`config.mk`:
```
export PLATFORM = sky130hd
export DESIGN_NAME = regvm_seq_core_flat
export DESIGN_NICKNAME = d
export VERILOG_FILES = /design/src/rtl/regvm_pkg.sv /design/src/rtl/regvm_seq_core_if.sv /design/src/rtl/regvm_alu.sv /design/src/rtl/regvm_seq_core.sv /design/src/flat_wrapper.sv
export SDC_FILE = /design/constraint.sdc
export NUM_CORES = 1
export LEC_CHECK = 0
export CAP_MARGIN = 20
export CORE_MARGIN = 10
export CORE_UTILIZATION = 59
export CTS_BUF_LIST = sky130_fd_sc_hd__clkbuf_16
export DETAILED_ROUTE_END_ITERATION = 8
export GPL_TIMING_DRIVEN = 1
export PLACE_DENSITY_LB_ADDON = 0.3
export SLEW_MARGIN = 15
export SYNTH_ARGS = -nofsm -noshare
export SYNTH_HDL_FRONTEND = slang
export SYNTH_SLANG_ARGS = --single-unit
```
`constraint.sdc`:
```
create_clock -name clk -period 9.5 [get_ports clk]
set_input_delay 0.95 -clock clk [delete_from_list [all_inputs] [get_ports clk]]
set_output_delay 0.95 -clock clk [all_outputs]
set_load 0.05 [all_outputs]
```
`src/rtl/regvm_pkg.sv`:
```
// rtl/regvm_pkg.sv - shared opcodes, instruction layout and FSM states for the register-machine core.
package regvm_pkg;

  typedef enum logic [2:0] {
    OP_AND      = 3'b000,
    OP_OR       = 3'b001,
    OP_XOR      = 3'b010,
    OP_LNOT     = 3'b011,
    OP_MOV      = 3'b100,
    OP_ADD      = 3'b101,
    OP_NOP      = 3'b110,
    OP_NOP_ALT  = 3'b111
  } op_e;

  localparam int OP_W      = 3;
  localparam int DEF_NREGS = 4;
  localparam int DEF_DST_W = $clog2(DEF_NREGS);
  localparam int DEF_SRC_W = $clog2(2 * DEF_NREGS);
  localparam int DEF_IW    = OP_W + DEF_DST_W + DEF_SRC_W;

  typedef struct packed {
    op_e                  op;
    logic [DEF_DST_W-1:0] dst;
    logic [DEF_SRC_W-1:0] src;
  } instr_t;

  typedef enum logic [1:0] {
    ST_IDLE   = 2'd0,
    ST_EXEC   = 2'd1,
    ST_FINISH = 2'd2
  } state_e;

endpackage

```
`src/rtl/regvm_seq_core_if.sv`:
```
// rtl/regvm_seq_core_if.sv - program-load and run/result port bundle of regvm_seq_core.
interface regvm_seq_core_if #(
  parameter int WIDTH = 16,
  parameter int NREGS = 4,
  parameter int DEPTH = 64
);
  localparam int AW = $clog2(DEPTH);
  localparam int LW = $clog2(DEPTH + 1);
  localparam int IW = 3 + $clog2(NREGS) + $clog2(2 * NREGS);

  logic                   prog_we;
  logic [AW-1:0]          prog_addr;
  logic [IW-1:0]          prog_wdata;
  logic [LW-1:0]          prog_len;
  logic                   start;
  logic [NREGS*WIDTH-1:0] in_vec;
  logic                   busy;
  logic                   done;
  logic [NREGS*WIDTH-1:0] y_vec;

  modport master (
    output prog_we, prog_addr, prog_wdata, prog_len, start, in_vec,
    input  busy, done, y_vec
  );

  modport slave (
    input  prog_we, prog_addr, prog_wdata, prog_len, start, in_vec,
    output busy, done, y_vec
  );
endinterface

```
`src/rtl/regvm_alu.sv`:
```
// rtl/regvm_alu.sv - combinational op unit; REGVM_ADD_EN enables the modular ADD op (else 101 is NOP).
module regvm_alu
  import regvm_pkg::*;
#(
  parameter int WIDTH = 16
) (
  input  op_e              op,
  input  logic [WIDTH-1:0] dst_val,
  input  logic [WIDTH-1:0] src_val,
  output logic [WIDTH-1:0] result
);

  always_comb begin
    result = dst_val;
    case (op)
      OP_AND:  result = dst_val & src_val;
      OP_OR:   result = dst_val | src_val;
      OP_XOR:  result = dst_val ^ src_val;
      OP_LNOT: result = WIDTH'(~|src_val);
      OP_MOV:  result = src_val;
`ifdef REGVM_ADD_EN
      OP_ADD:  result = dst_val + src_val;
`else
      OP_ADD:  result = dst_val;
`endif
      default: result = dst_val;
    endcase
  end

endmodule

```
`src/rtl/regvm_seq_core.sv`:
```
// rtl/regvm_seq_core.sv - one-instruction-per-clock register-machine interpreter with loadable program RAM.
// Op 101 behaviour depends on REGVM_ADD_EN (see regvm_alu).
module regvm_seq_core
  import regvm_pkg::*;
#(
  parameter int WIDTH = 16,
  parameter int NREGS = 4,
  parameter int DEPTH = 64
) (
  input  logic             clk,
  input  logic             rst,
  regvm_seq_core_if.slave  bus
);
  localparam int DW = $clog2(NREGS);
  localparam int SW = $clog2(2 * NREGS);
  localparam int AW = $clog2(DEPTH);
  localparam int LW = $clog2(DEPTH + 1);
  localparam int IW = OP_W + DW + SW;

  logic [IW-1:0]          mem [DEPTH];
  state_e                 state, state_nxt;
  logic [AW-1:0]          pc;
  logic [LW-1:0]          len_q, len_clamped;
  logic [WIDTH-1:0]       regs [NREGS];
  logic [WIDTH-1:0]       snap [NREGS];
  logic [NREGS*WIDTH-1:0] y_q;
  logic                   busy_q, done_q;
  logic [IW-1:0]          instr;
  op_e                    op;
  logic [DW-1:0]          dst;
  logic [SW-1:0]          src;
  logic [WIDTH-1:0]       dst_val, src_val, alu_res;
  logic                   accept, last;

  assign accept      = (state == ST_IDLE) && bus.start;
  assign len_clamped = (bus.prog_len > LW'(DEPTH)) ? LW'(DEPTH) : bus.prog_len;

  assign instr   = mem[pc];
  assign op      = op_e'(instr[IW-1 -: OP_W]);
  assign dst     = instr[SW +: DW];
  assign src     = instr[SW-1:0];
  assign dst_val = regs[dst];
  // Upper half of the source space addresses the input snapshot, not live registers.
  assign src_val = src[SW-1] ? snap[src[DW-1:0]] : regs[src[DW-1:0]];
  assign last    = (LW'(pc) == len_q - LW'(1));

  regvm_alu #(.WIDTH(WIDTH)) u_alu (
    .op      (op),
    .dst_val (dst_val),
    .src_val (src_val),
    .result  (alu_res)
  );

  // Program RAM is deliberately outside reset so a loaded individual survives it.
  always_ff @(posedge clk) begin
    if (bus.prog_we && state == ST_IDLE)
      mem[bus.prog_addr] <= bus.prog_wdata;
  end

  always_ff @(posedge clk or posedge rst) begin
    if (rst) state <= ST_IDLE;
    else     state <= state_nxt;
  end

  always_comb begin
    state_nxt = state;
    case (state)
      ST_IDLE:   if (bus.start) state_nxt = (len_clamped == '0) ? ST_FINISH : ST_EXEC;
      ST_EXEC:   if (last) state_nxt = ST_FINISH;
      ST_FINISH: state_nxt = ST_IDLE;
      default:   state_nxt = ST_IDLE;
    endcase
  end

  always_ff @(posedge clk or posedge rst) begin
    if (rst) begin
      pc     <= '0;
      len_q  <= '0;
      busy_q <= 1'b0;
      done_q <= 1'b0;
      y_q    <= '0;
      for (int i = 0; i < NREGS; i++) begin
        regs[i] <= '0;
        snap[i] <= '0;
      end
    end else begin
      done_q <= 1'b0;
      case (state)
        ST_IDLE: begin
          if (accept) begin
            for (int i = 0; i < NREGS; i++) begin
              regs[i] <= bus.in_vec[i*WIDTH +: WIDTH];
              snap[i] <= bus.in_vec[i*WIDTH +: WIDTH];
            end
            pc     <= '0;
            len_q  <= len_clamped;
            busy_q <= 1'b1;
          end
        end
        ST_EXEC: begin
          regs[dst] <= alu_res;
          if (!last) pc <= pc + 1'b1;
        end
        ST_FINISH: begin
          for (int i = 0; i < NREGS; i++)
            y_q[i*WIDTH +: WIDTH] <= regs[i];
          done_q <= 1'b1;
          busy_q <= 1'b0;
        end
        default: ;
      endcase
    end
  end

  assign bus.busy  = busy_q;
  assign bus.done  = done_q;
  assign bus.y_vec = y_q;

endmodule

```
`src/flat_wrapper.sv`:
```
// flat-port wrapper written by rule: the top's interface ports become plain ports
module regvm_seq_core_flat import regvm_pkg::*;
#(
  parameter int WIDTH = 16,
  parameter int NREGS = 4,
  parameter int DEPTH = 64
)
  (clk, rst, bus_prog_we, bus_prog_addr, bus_prog_wdata, bus_prog_len, bus_start, bus_in_vec, bus_busy, bus_done, bus_y_vec);
  regvm_seq_core_if #(.WIDTH(WIDTH), .NREGS(NREGS), .DEPTH(DEPTH)) bus_i ();
  input  logic clk;
  input  logic rst;
  input wire logic [$bits(bus_i.prog_we)-1:0] bus_prog_we;
  input wire logic [$bits(bus_i.prog_addr)-1:0] bus_prog_addr;
  input wire logic [$bits(bus_i.prog_wdata)-1:0] bus_prog_wdata;
  input wire logic [$bits(bus_i.prog_len)-1:0] bus_prog_len;
  input wire logic [$bits(bus_i.start)-1:0] bus_start;
  input wire logic [$bits(bus_i.in_vec)-1:0] bus_in_vec;
  output wire logic [$bits(bus_i.busy)-1:0] bus_busy;
  output wire logic [$bits(bus_i.done)-1:0] bus_done;
  output wire logic [$bits(bus_i.y_vec)-1:0] bus_y_vec;
  assign bus_i.prog_we = bus_prog_we;
  assign bus_i.prog_addr = bus_prog_addr;
  assign bus_i.prog_wdata = bus_prog_wdata;
  assign bus_i.prog_len = bus_prog_len;
  assign bus_i.start = bus_start;
  assign bus_i.in_vec = bus_in_vec;
  assign bus_busy = bus_i.busy;
  assign bus_done = bus_i.done;
  assign bus_y_vec = bus_i.y_vec;
  regvm_seq_core #(.WIDTH(WIDTH), .NREGS(NREGS), .DEPTH(DEPTH)) u_core (.clk(clk), .rst(rst), .bus(bus_i));
endmodule
```
# Word level (Yosys, flattened, before mapping)

Memory sizes are Yosys's and may differ from the RTL's.
Index checks and enable logic that the tools add are counted.

Input bits: 89
Memory bits (writable): 512
Flip-flop bits (word level): 209
Memories kept: 1

Memory list:

| memory     | depth | bits a word | rd ports | clocked after Yosys merged registers in | wr ports | line                 | source |
|---|---|---|---|---|---|---|---|
| u_core.mem | 64    | 8           | 1        | 0                                       | 1        | regvm_seq_core.sv:20 | `logic [IW-1:0] mem [DEPTH];` |

$lt $le $gt $ge: 4
Add/subtract/negate cells: 2
Multiplexer cells: 29
Reduce and logical (&&, ||, !) cells: 15
Bitwise logic cells: 5
Equal/unequal tests: 11

Operators with widths:

| cell                                                | number |
|---|---|
| 2-to-1 mux 16 bit                                   | 8 |
| one-hot mux 64 bit (2 select lines)                 | 1 |
| binary-select mux 16 bit (select 2 bit)             | 3 |
| one-hot mux 16 bit (5 select lines)                 | 1 |
| bitwise mux 64 bit                                  | 1 |
| 2-to-1 mux 64 bit                                   | 1 |
| demux 16 bit (select 2 bit)                         | 1 |
| AND 16 bit                                          | 1 |
| OR 16 bit                                           | 1 |
| OR reduction 16 bit                                 | 1 |
| bitwise XOR 16 bit                                  | 1 |
| 2-to-1 mux 6 bit                                    | 2 |
| one-hot mux 6 bit (2 select lines)                  | 1 |
| AND reduction 2 bit                                 | 4 |
| equality test 6 x 7 -> 1 bit                        | 1 |
| > comparator 7 bit, second input constant           | 1 |
| zero test 7 bit                                     | 1 |
| 2-to-1 mux 7 bit                                    | 1 |
| subtractor 7 x 1 -> 7 bit, second input constant    | 1 |
| adder 6 x 1 -> 6 bit, second input constant         | 1 |
| equality test 3 x 2 -> 1 bit, second input constant | 2 |
| >= comparator 3 bit, second input constant          | 2 |
| 2-to-1 mux 2 bit                                    | 3 |
| inverter 2 -> 3 bit                                 | 2 |
| other kinds (16)                                    | 24 |

# Longest topological paths before layout

Gate-level depths: netlist of run 1.
An unclocked memory read counts as a cell.

Depth after elaboration: 11
Mapped depth: 21
Gate-level depth less buffers: 15

# Hierarchy

From an unflattened synthesis of run 1, not the netlist that was laid out.

Cell total of the unflattened synthesis: 1925
Area total of the unflattened synthesis: 31452.7 um2

Modules (own cells, without submodules):

| module         | area each (um2) | times used | cells each |
|---|---|---|---|
| regvm_seq_core | 30207.7         | 1          | 1737 |
| regvm_alu      | 1244.9          | 1          | 188 |

# Least setup slack after synthesis of run 1

OpenSTA, ideal clock, no wires.

Path type: register -> register
Start point: reg u_core.pc[0]
End point: reg u_core.regs[49] (netlist bit)
Path buffers: 5
Data required time: 9370 ps
Setup time: 130 ps
Arrival: 3879 ps
Period minus slack after synthesis: 4009 ps
Stages on the path, launching flop included: 19
Path slack: 5491 ps
Cells stage by stage: dfrtp_1 -> buf_6 -> buf_12 -> buf_12 -> mux4_1 -> a211oi_1 -> a211oi_1 -> or2_1 -> buf_4 -> buf_4 -> mux2i_1 -> a32o_1 -> a221oi_1 -> inv_1 -> ha_1 -> a22oi_1 -> o221ai_1 -> a21oi_2 -> o31ai_1

Longest elaborated chain between the ends: 10
Elaborated cells between the ends (all ways): 29

RTL lines:

| what                                                  | line                  | source |
|---|---|---|
| from (decl)                                           | regvm_seq_core.sv:22  | `logic [AW-1:0] pc;` |
| from (signal assigned)                                | regvm_seq_core.sv:102 | `if (!last) pc <= pc + 1'b1;` |
| memory read (64 x 8 bit) (*)                          | -                     |  |
| inverter 2 -> 3 bit (implied by the code)             | regvm_seq_core.sv:44  | `assign src_val = src[SW-1] ? snap[src[DW-1:0]] : regs[src[DW-1:0]];` |
| binary-select mux 16 bit (select 2 bit)               | regvm_seq_core.sv:44  |  |
| 2-to-1 mux 16 bit (implied by the code) (2 in series) | regvm_seq_core.sv:44  |  |
| 2-to-1 mux 16 bit                                     | regvm_seq_core.sv:44  |  |
| bitwise XOR 16 bit, or another cell as far along      | regvm_alu.sv:18       | `OP_XOR: result = dst_val ^ src_val;` |
| one-hot mux 16 bit (5 select lines)                   | regvm_alu.sv:15       | `case (op)` |
| bitwise mux 64 bit (*)                                | regvm_seq_core.sv:101 | `regs[dst] <= alu_res;` |
| one-hot mux 64 bit (2 select lines) (*)               | regvm_seq_core.sv:88  | `case (state)` |
| to (signal, indexed assignment)                       | regvm_seq_core.sv:92  | `regs[i] <= bus.in_vec[i*WIDTH +: WIDTH];` |
| to (signal, indexed assignment)                       | regvm_seq_core.sv:101 |  |
| to (decl)                                             | regvm_seq_core.sv:24  | `logic [WIDTH-1:0] regs [NREGS];` |

Mark *: on every way between the ends. The rest lies on a longest branch, timed or not. The select of a mux whose other input is x is not followed.
A chain may end at the register's enable or synchronous reset.

# Worst setup path in the final report of run 1

Start point: reg u_core.pc[1]
End point: reg u_core.regs[40] (netlist bit)

The elaborated chain is that of the path after synthesis.

==> metrics.log, run 1 <==
[metrics] result of the run: finished, final reports clean
[metrics] worst path cell trace: buf_4 > nand3_1 > o221ai_1 > a21oi_1 > a221oi_1 > or2_2 > buf_4 > nand2_1 > a32o_1 > a221oi_1 > inv_1 > ha_1 > a22oi_1 > o221ai_1 > a21oi_1 > o31ai_1
[metrics] sw frac: 41.95%
[metrics] fraction of final layout cells with drive strength greater than 1: 18.53%
[metrics] post-route minimum period: 6.596 ns
[metrics] H-tree depth: 3
[metrics] largest net degree at the start of global routing: 150
[metrics] register area share after synthesis: 66.14%
[metrics] Final Skew: 0.03064 ns
[metrics] clock latency of the later-clocked register in the worst-skew pair: 0.63 ns
[metrics] max-slew violation total from the final report: 0
[metrics] fraction of synthesized cell area in xor and xnor cells: 0.3093%
[metrics] Core Box Area: 0.05245 sq mm
[metrics] worst-path fanout max: 58
[metrics] CP Data Arrival Time: 7.07 ns
[metrics] critical path startpoint category: flip-flop
[metrics] setup slack at placement: 3.127 ns
[metrics] area fraction in and, or, nand and nor cells after synthesis: 6.314%
[metrics] sum of routed wire length over all layers: 79.83 mm
[metrics] number of antenna-violating nets in the routed design: 0
[metrics] post-synth top area cell: sky130_fd_sc_hd__edfxtp_1
[metrics] total nets after synthesis: 2,114
[metrics] number of synthesized flops with an enable pin: 512
[metrics] delay contributed by the slowest stage of the critical path: 0.95 ns
[metrics] iteration count of the initial detailed-routing pass: 9
[metrics] Mapped Area: 0.03115 sq mm
[metrics] Main synth FF type: sky130_fd_sc_hd__edfxtp_1
[metrics] clk sinks: 721
[metrics] total stage count of the critical path: 16
[metrics] first-pass GRT wire length: 121.2 mm
[metrics] via count of the first global-routing pass: 19.34k
[metrics] top-level I/O count: 155
[metrics] family with the most delay on the worst path: compound AO/OA/AOI/OAI gates
[metrics] worst setup slack for register-to-register paths: 2.90 ns
[metrics] category of the most critical setup path: flip-flop to flip-flop
[metrics] ratio of final minimum period to clock period: 69.43%
[metrics] RSZ-0062 raised after global routing: false
[metrics] Critical Path End: u_core.regs[40]
[metrics] die area: 0.06239 sq mm
[metrics] total clock buffers created by CTS: 73
[metrics] growth of design area from synthesis to finish: 14.11%
[metrics] Worst VDD drop: 0.0002876 V
[metrics] Yosys top cell area share: 49.36%
[metrics] Initial Utilization: 59.40%
[metrics] Final Power: 13,770 uW
[metrics] via total after detailed routing: 18.94k
[metrics] part of the power in combinational logic: 48.5%
[metrics] Setup crit start: u_core.pc[1]
[metrics] number of cells in the design after placement: 2,739
[metrics] # setup viols final: 0
[metrics] worst slew margin relative to its limit: 20.12%
[metrics] ratio of routed vias to standard cells: 6.592
[metrics] part of the power in registers: 30.8%
[metrics] total of hold buffers inserted after clock tree synthesis: 0
[metrics] 1st-iter DRT viols: 2,132
[metrics] CTS tree: done
[metrics] top cells by count, synth: sky130_fd_sc_hd__edfxtp_1, sky130_fd_sc_hd__nand2_1, sky130_fd_sc_hd__dfrtp_1
[metrics] clk root buf: sky130_fd_sc_hd__clkbuf_16
[metrics] maxcap violations: 0
[metrics] Global Route Usage Sum: 25.39%
[metrics] number of non-filler instances in the completed layout: 2,874
[metrics] final antenna diode count: 0
[metrics] leakage power of the design: 0.01319 uW
[metrics] distinct cell type count after synthesis: 67
[metrics] actual transition at the worst max-transition pin: 1.197 ns
[metrics] ratio of total power to cell area: 387.5 mW/mm^2
[metrics] synth top area cells: sky130_fd_sc_hd__edfxtp_1, sky130_fd_sc_hd__dfrtp_1, sky130_fd_sc_hd__mux4_2, sky130_fd_sc_hd__mux2i_1, sky130_fd_sc_hd__nand2_1
[metrics] number of instances resized during post-cts repair: 0
[metrics] most frequent cell after synthesis: sky130_fd_sc_hd__edfxtp_1
[metrics] synth warn: 0
[metrics] syn_area_per_cell: 15.65 sq um
[metrics] width of the chip: 249.8 microns
[metrics] synthesized instance count: 1,991
[metrics] final hold viol count: 0
[metrics] dominant combinational cell family by area after synthesis: multiplexers
[metrics] Vert. Die Dim: 249.8 microns
[metrics] internal power summed over all cells: 7995 uW
[metrics] site row count: 84
[metrics] sw power: 5778 uW
[metrics] accumulated negative setup slack: 0 ns
[metrics] share of cell area taken by muxes after synthesis: 16.07%
[metrics] Post-CTS Setup Repair Bufs: 0
[metrics] clk buf depth: 3
[metrics] standard cell with the maximum stage delay on the critical path: sky130_fd_sc_hd__dfrtp_4
[metrics] Worst-path clk slew: 0.06 ns
[metrics] FILL cells: 3,382
[metrics] Port Buffer Count: 154
[metrics] async set or reset register ratio after synthesis: 28.99%
[metrics] global placer's final weighted congestion: 0.9026
[metrics] Synth Register Bits: 721
[metrics] Fmax: 151.6 MHz
[metrics] Post-layout nets: 2,253
[metrics] depth of the most critical reg-to-reg path: 16
[metrics] Crit path buffers/inverters: 3
[metrics] adder-cell share of the synthesized area: 1.366%
[metrics] launch instance of the worst register-to-register path: u_core.pc[1]
[metrics] antenna violations before repair: 1
[metrics] endpoint of the worst register-to-register path: u_core.regs[40]
[metrics] Wirelength per Cell: 27.78 microns
[metrics] classification of the worst-slack hold path: flip-flop to flip-flop
[metrics] worst-case setup margin in the final layout: 2.904 ns
[metrics] sum of overflow across all layers after global routing: 0
[metrics] compound-cell area share of the yosys netlist: 6.961%
[metrics] category of the worst setup path capture point: flip-flop
[metrics] number of DRC violations after detailed routing: 0
[metrics] portion of total power attributed to the clock network: 20.6%
[metrics] DPL Wire Length: 49.40 mm
[metrics] Required @ worst endpoint: 9.97 ns
per-stage QoR:
step,instance area (sq um),hold WS (ns),util (%)
3_3_place_gp,33080,0.4573,63.07
2_1_floorplan,31150,0.4450,-
3_5_place_dp,33080,0.4629,63.07
6_report,35550,0.4735,67.78
4_1_cts,35450,0.4777,67.59
5_1_grt,35550,0.4953,67.78
kinds of logic after synthesis:
| family | Yosys count |
|---|---|
| DFF | 721 |
| and+or+nand+nor | 448 |
| muxes | 316 |
| AOI/OAI and AO/OA | 290 |
| buffers and inverters | 171 |
| adders and majority gates | 34 |
| xor gates and xnor gates | 11 |
power by group through the flow:
stage                     clock, uW  sequential [uW]  combinational [uW]
final                          2840             4250                6680
after global routing           3000             4290                7160
after CTS                      2870             4240                6620
after detailed placement          0             4300                6570
after global placement            0             4280                6330
after floorplan                   0             4450                4580
layout make-up:
cell class	instances	area, sq um	area share [%]
tap	688	860.8	2.422
multi-input combinational	1099	9697	27.28
clock inverter	57	520.5	1.464
inverter	51	198.9	0.5596
sequential	721	20610	57.98
clock buffer	74	1852	5.209
timing repair buffer	184	1807	5.083
worst min-delay path: cells and delay by family (launching register included):
kind | cells | cell delay, ns
and+or+nand+nor | 2 | 0.10
DFF | 1 | 0.34
registers in the layout (all words and copies together) (netlist names):
name	cells
u_core.mem	512
u_core.bus.y_vec	64
u_core.regs	64
u_core.snap	64
u_core.len_q	7
u_core.pc	6
u_core.state	2
u_core.bus.busy	1
u_core.bus.done	1
layer usage:
layer	vias to the layer above	GRT usage, %	part of all wire, %
met5	-	0	0
met4	0	12.24	4.9
met3	240	5.937	9.6
met2	1149	41.16	49
met1	9593	31.90	37
li1	7962	-	-
worst min-delay path by stage:
stage	start	endpoint	slack (ns)	cells past startpoint
2_1_floorplan	u_core.snap[17]	u_core.snap[17]	0.44	2
3_3_place_gp	u_core.snap[53]	u_core.snap[53]	0.46	2
3_5_place_dp	u_core.snap[12]	u_core.snap[12]	0.46	2
4_1_cts	u_core.snap[16]	u_core.snap[16]	0.48	2
5_1_grt	u_core.snap[44]	u_core.snap[44]	0.50	2
6_report	u_core.snap[16]	u_core.snap[16]	0.47	2
cells in the final DEF, fill, tap and decap left out, drive strengths merged, types with 4 or more instances in the layout:
cell type / n
edfxtp: 512
nand2: 239
dfrtp: 209
clkdlybuf4s50: 146
mux4: 137
nor2: 122
mux2i: 97
mux2: 82
clkbuf: 74
inv: 67
a22oi: 57
o21ai: 45
buf: 38
o31ai: 35
ha: 34
clkinv: 31
a21oi: 27
o22ai: 22
o221ai: 17
nand3b: 14
a221oi: 13
o211ai: 12
and3: 11
a221o: 11
nor4: 11
nand3: 9
nor3: 9
a21o: 9
a32o: 8
xnor2: 8
and2: 8
bufinv: 7
a211oi: 6
or3: 6
a32oi: 6
a21boi: 5
a22o: 5
or3b: 4
a211o: 4
nor2b: 4
No activity file was read; power rests on OpenSTA's default activity.
==> inputs of run 2 (changes only) <==
==> constraint.sdc (replaced) <==
create_clock -name clk -period 6.7 [get_ports clk]
set_input_delay 0.67 -clock clk [delete_from_list [all_inputs] [get_ports clk]]
set_output_delay 0.67 -clock clk [all_outputs]
set_load 0.05 [all_outputs]
==> metrics.log, run 2 (synthesized netlist as in run 1, its figures left out) <==
[metrics] result of the run: finished, final reports clean
[metrics] worst path cell trace: buf_12 > mux4_2 > mux2_2 > a221oi_1 > a211oi_1 > or2_2 > nand2_1 > a32o_1 > a221oi_1 > inv_1 > ha_1 > a22oi_1 > o221ai_1 > a21oi_2 > o31ai_1
[metrics] CP Data Arrival Time: 6.52 ns
[metrics] accumulated negative setup slack: 0 ns
[metrics] ratio of total power to cell area: 552.9 mW/mm^2
[metrics] delay contributed by the slowest stage of the critical path: 0.95 ns
[metrics] category of the worst setup path capture point: flip-flop
[metrics] max-slew violation total from the final report: 0
[metrics] RSZ-0062 raised after global routing: false
[metrics] Fmax: 165.9 MHz
[metrics] CTS tree: done
[metrics] growth of design area from synthesis to finish: 14.18%
[metrics] # setup viols final: 0
[metrics] ratio of routed vias to standard cells: 6.625
[metrics] register bank with the most flops: u_core.mem
[metrics] Largest register FFs: 512
[metrics] Wirelength per Cell: 28.34 microns
[metrics] highest-count cells in the layout ignoring fill and taps: sky130_fd_sc_hd__edfxtp_1, sky130_fd_sc_hd__nand2_1, sky130_fd_sc_hd__dfrtp_1
[metrics] sum of overflow across all layers after global routing: 0
[metrics] clk root buf: sky130_fd_sc_hd__clkbuf_16
[metrics] final hold viol count: 0
[metrics] total of hold buffers inserted after clock tree synthesis: 0
[metrics] largest net degree at the start of global routing: 88
[metrics] total clock buffers created by CTS: 72
[metrics] H-tree depth: 3
[metrics] fraction of final layout cells with drive strength greater than 1: 18.92%
[metrics] width of the chip: 249.8 microns
[metrics] DPL Wire Length: 51.16 mm
[metrics] Worst-path clk slew: 0.06 ns
[metrics] sw power: 8323 uW
[metrics] first-pass GRT wire length: 123.9 mm
[metrics] final antenna diode count: 0
[metrics] clk sinks: 721
[metrics] critical path startpoint category: flip-flop
[metrics] actual transition at the worst max-transition pin: 1.104 ns
[metrics] internal power summed over all cells: 11,340 uW
[metrics] post-route minimum period: 6.028 ns
[metrics] leakage power of the design: 0.01320 uW
[metrics] Post-CTS Setup Repair Bufs: 0
[metrics] Setup crit start: u_core.pc[1]
[metrics] Final Skew: 0.03151 ns
[metrics] part of the power in combinational logic: 49.1%
[metrics] antenna violations before repair: 2
[metrics] top-level I/O count: 155
[metrics] 1st-iter DRT viols: 2,463
[metrics] launch instance of the worst register-to-register path: u_core.pc[1]
[metrics] via count of the first global-routing pass: 19.49k
[metrics] classification of the worst-slack hold path: flip-flop to flip-flop
[metrics] FILL cells: 3,397
[metrics] number of antenna-violating nets in the routed design: 0
[metrics] number of instances resized during post-cts repair: 0
[metrics] Vert. Die Dim: 249.8 microns
[metrics] sw frac: 42.32%
[metrics] site row count: 84
[metrics] global placer's final weighted congestion: 0.8950
[metrics] Min-Delay Startpoint: u_core.snap[59]
[metrics] number of cells in the design after placement: 2,753
[metrics] iteration count of the initial detailed-routing pass: 8
[metrics] worst slew margin relative to its limit: 25.69%
[metrics] standard cell with the maximum stage delay on the critical path: sky130_fd_sc_hd__dfrtp_4
[metrics] Global Route Usage Sum: 26.04%
[metrics] number of non-filler instances in the completed layout: 2,887
[metrics] clock latency of the later-clocked register in the worst-skew pair: 0.65 ns
[metrics] via total after detailed routing: 19.13k
[metrics] Required @ worst endpoint: 7.19 ns
[metrics] number of DRC violations after detailed routing: 0
[metrics] die area: 0.06239 sq mm
[metrics] part of the power in registers: 30.9%
[metrics] sum of routed wire length over all layers: 81.82 mm
[metrics] Worst VDD drop: 0.0003811 V
[metrics] Initial Utilization: 59.40%
[metrics] category of the most critical setup path: flip-flop to flip-flop
[metrics] portion of total power attributed to the clock network: 20.0%
[metrics] clk buf depth: 3
[metrics] Port Buffer Count: 154
[metrics] maxcap violations: 0
[metrics] Core Box Area: 0.05245 sq mm
[metrics] ratio of final minimum period to clock period: 89.98%
[metrics] dominant cell type by count on the critical path: sky130_fd_sc_hd__a221oi_1
[metrics] commonest non-fill, non-tap cell in the layout: sky130_fd_sc_hd__edfxtp_1
[metrics] Post-layout nets: 2,263
[metrics] worst-path fanout max: 72
==> run 2: layer usage <==
layer / GRT usage, % / vias up / part of all wire [%]
met5: 0 / - / 0.021
met4: 12.52 / 2 / 5.2
met3: 6.041 / 280 / 9.5
met2: 41.44 / 1198 / 48
met1: 33.48 / 9643 / 37
li1: - / 8002 / -
==> run 2: area by class of cell <==
type | instances | area (sq um) | share of cell area (%)
clock buffers | 72 | 1802 | 5.066
clock inverters | 61 | 503.0 | 1.414
inverters | 51 | 198.9 | 0.5593
multi-input cells | 1099 | 9692 | 27.25
flip-flops and latches | 721 | 20610 | 57.95
well taps | 688 | 860.8 | 2.420
repair buffers | 195 | 1899 | 5.340
==> run 2: path summary, 6_finish.rpt <==
path	endpoint	depth (start not counted)	slack (ns)
hold reg to reg	u_core.snap[59]	2	0.48
setup reg to reg	u_core.regs[50]	15	0.67
setup / recovery	u_core.regs[50]	15	0.67
hold / removal	u_core.snap[59]	2	0.48
max in group asynchronous	u_core.snap[14]	3	4.79
min in group asynchronous	u_core.bus.busy	2	0.56
==> run 2: critical path: cells and delay by family (launching register included) <==
family                     cells  cell delay [ns]
adders and majority gates      1             0.33
DFF                            1             0.95
muxes                          2             0.46
buffers and inverters          2             0.51
and+or+nand+nor                2             1.02
AOI/OAI and AO/OA              8             2.48
==> run 2: through the flow <==
stage                     utilization, %  power, uW  area (sq um)  hold slack (ns)  setup WS (ns)
final                              67.82      19670         35570           0.4763         0.6716
after global routing               67.82      20590         35570           0.4917         0.4549
after CTS                          67.75      19560         35530           0.4764         0.9249
after detailed placement           63.36      15600         33230           0.4617          1.008
after global placement             63.36      15310         33230           0.4565          1.095
after floorplan                        -      12800         31150           0.4450         0.3208
==> run 2: power groups by stage <==
stage	Clock (uW)	Combinational [uW]	Sequential (uW)
floorplan	0	6500	6300
global placement	0	9190	6110
detailed placement	0	9470	6130
CTS	3960	9550	6050
global route	4130	10300	6130
finish	3930	9670	6070
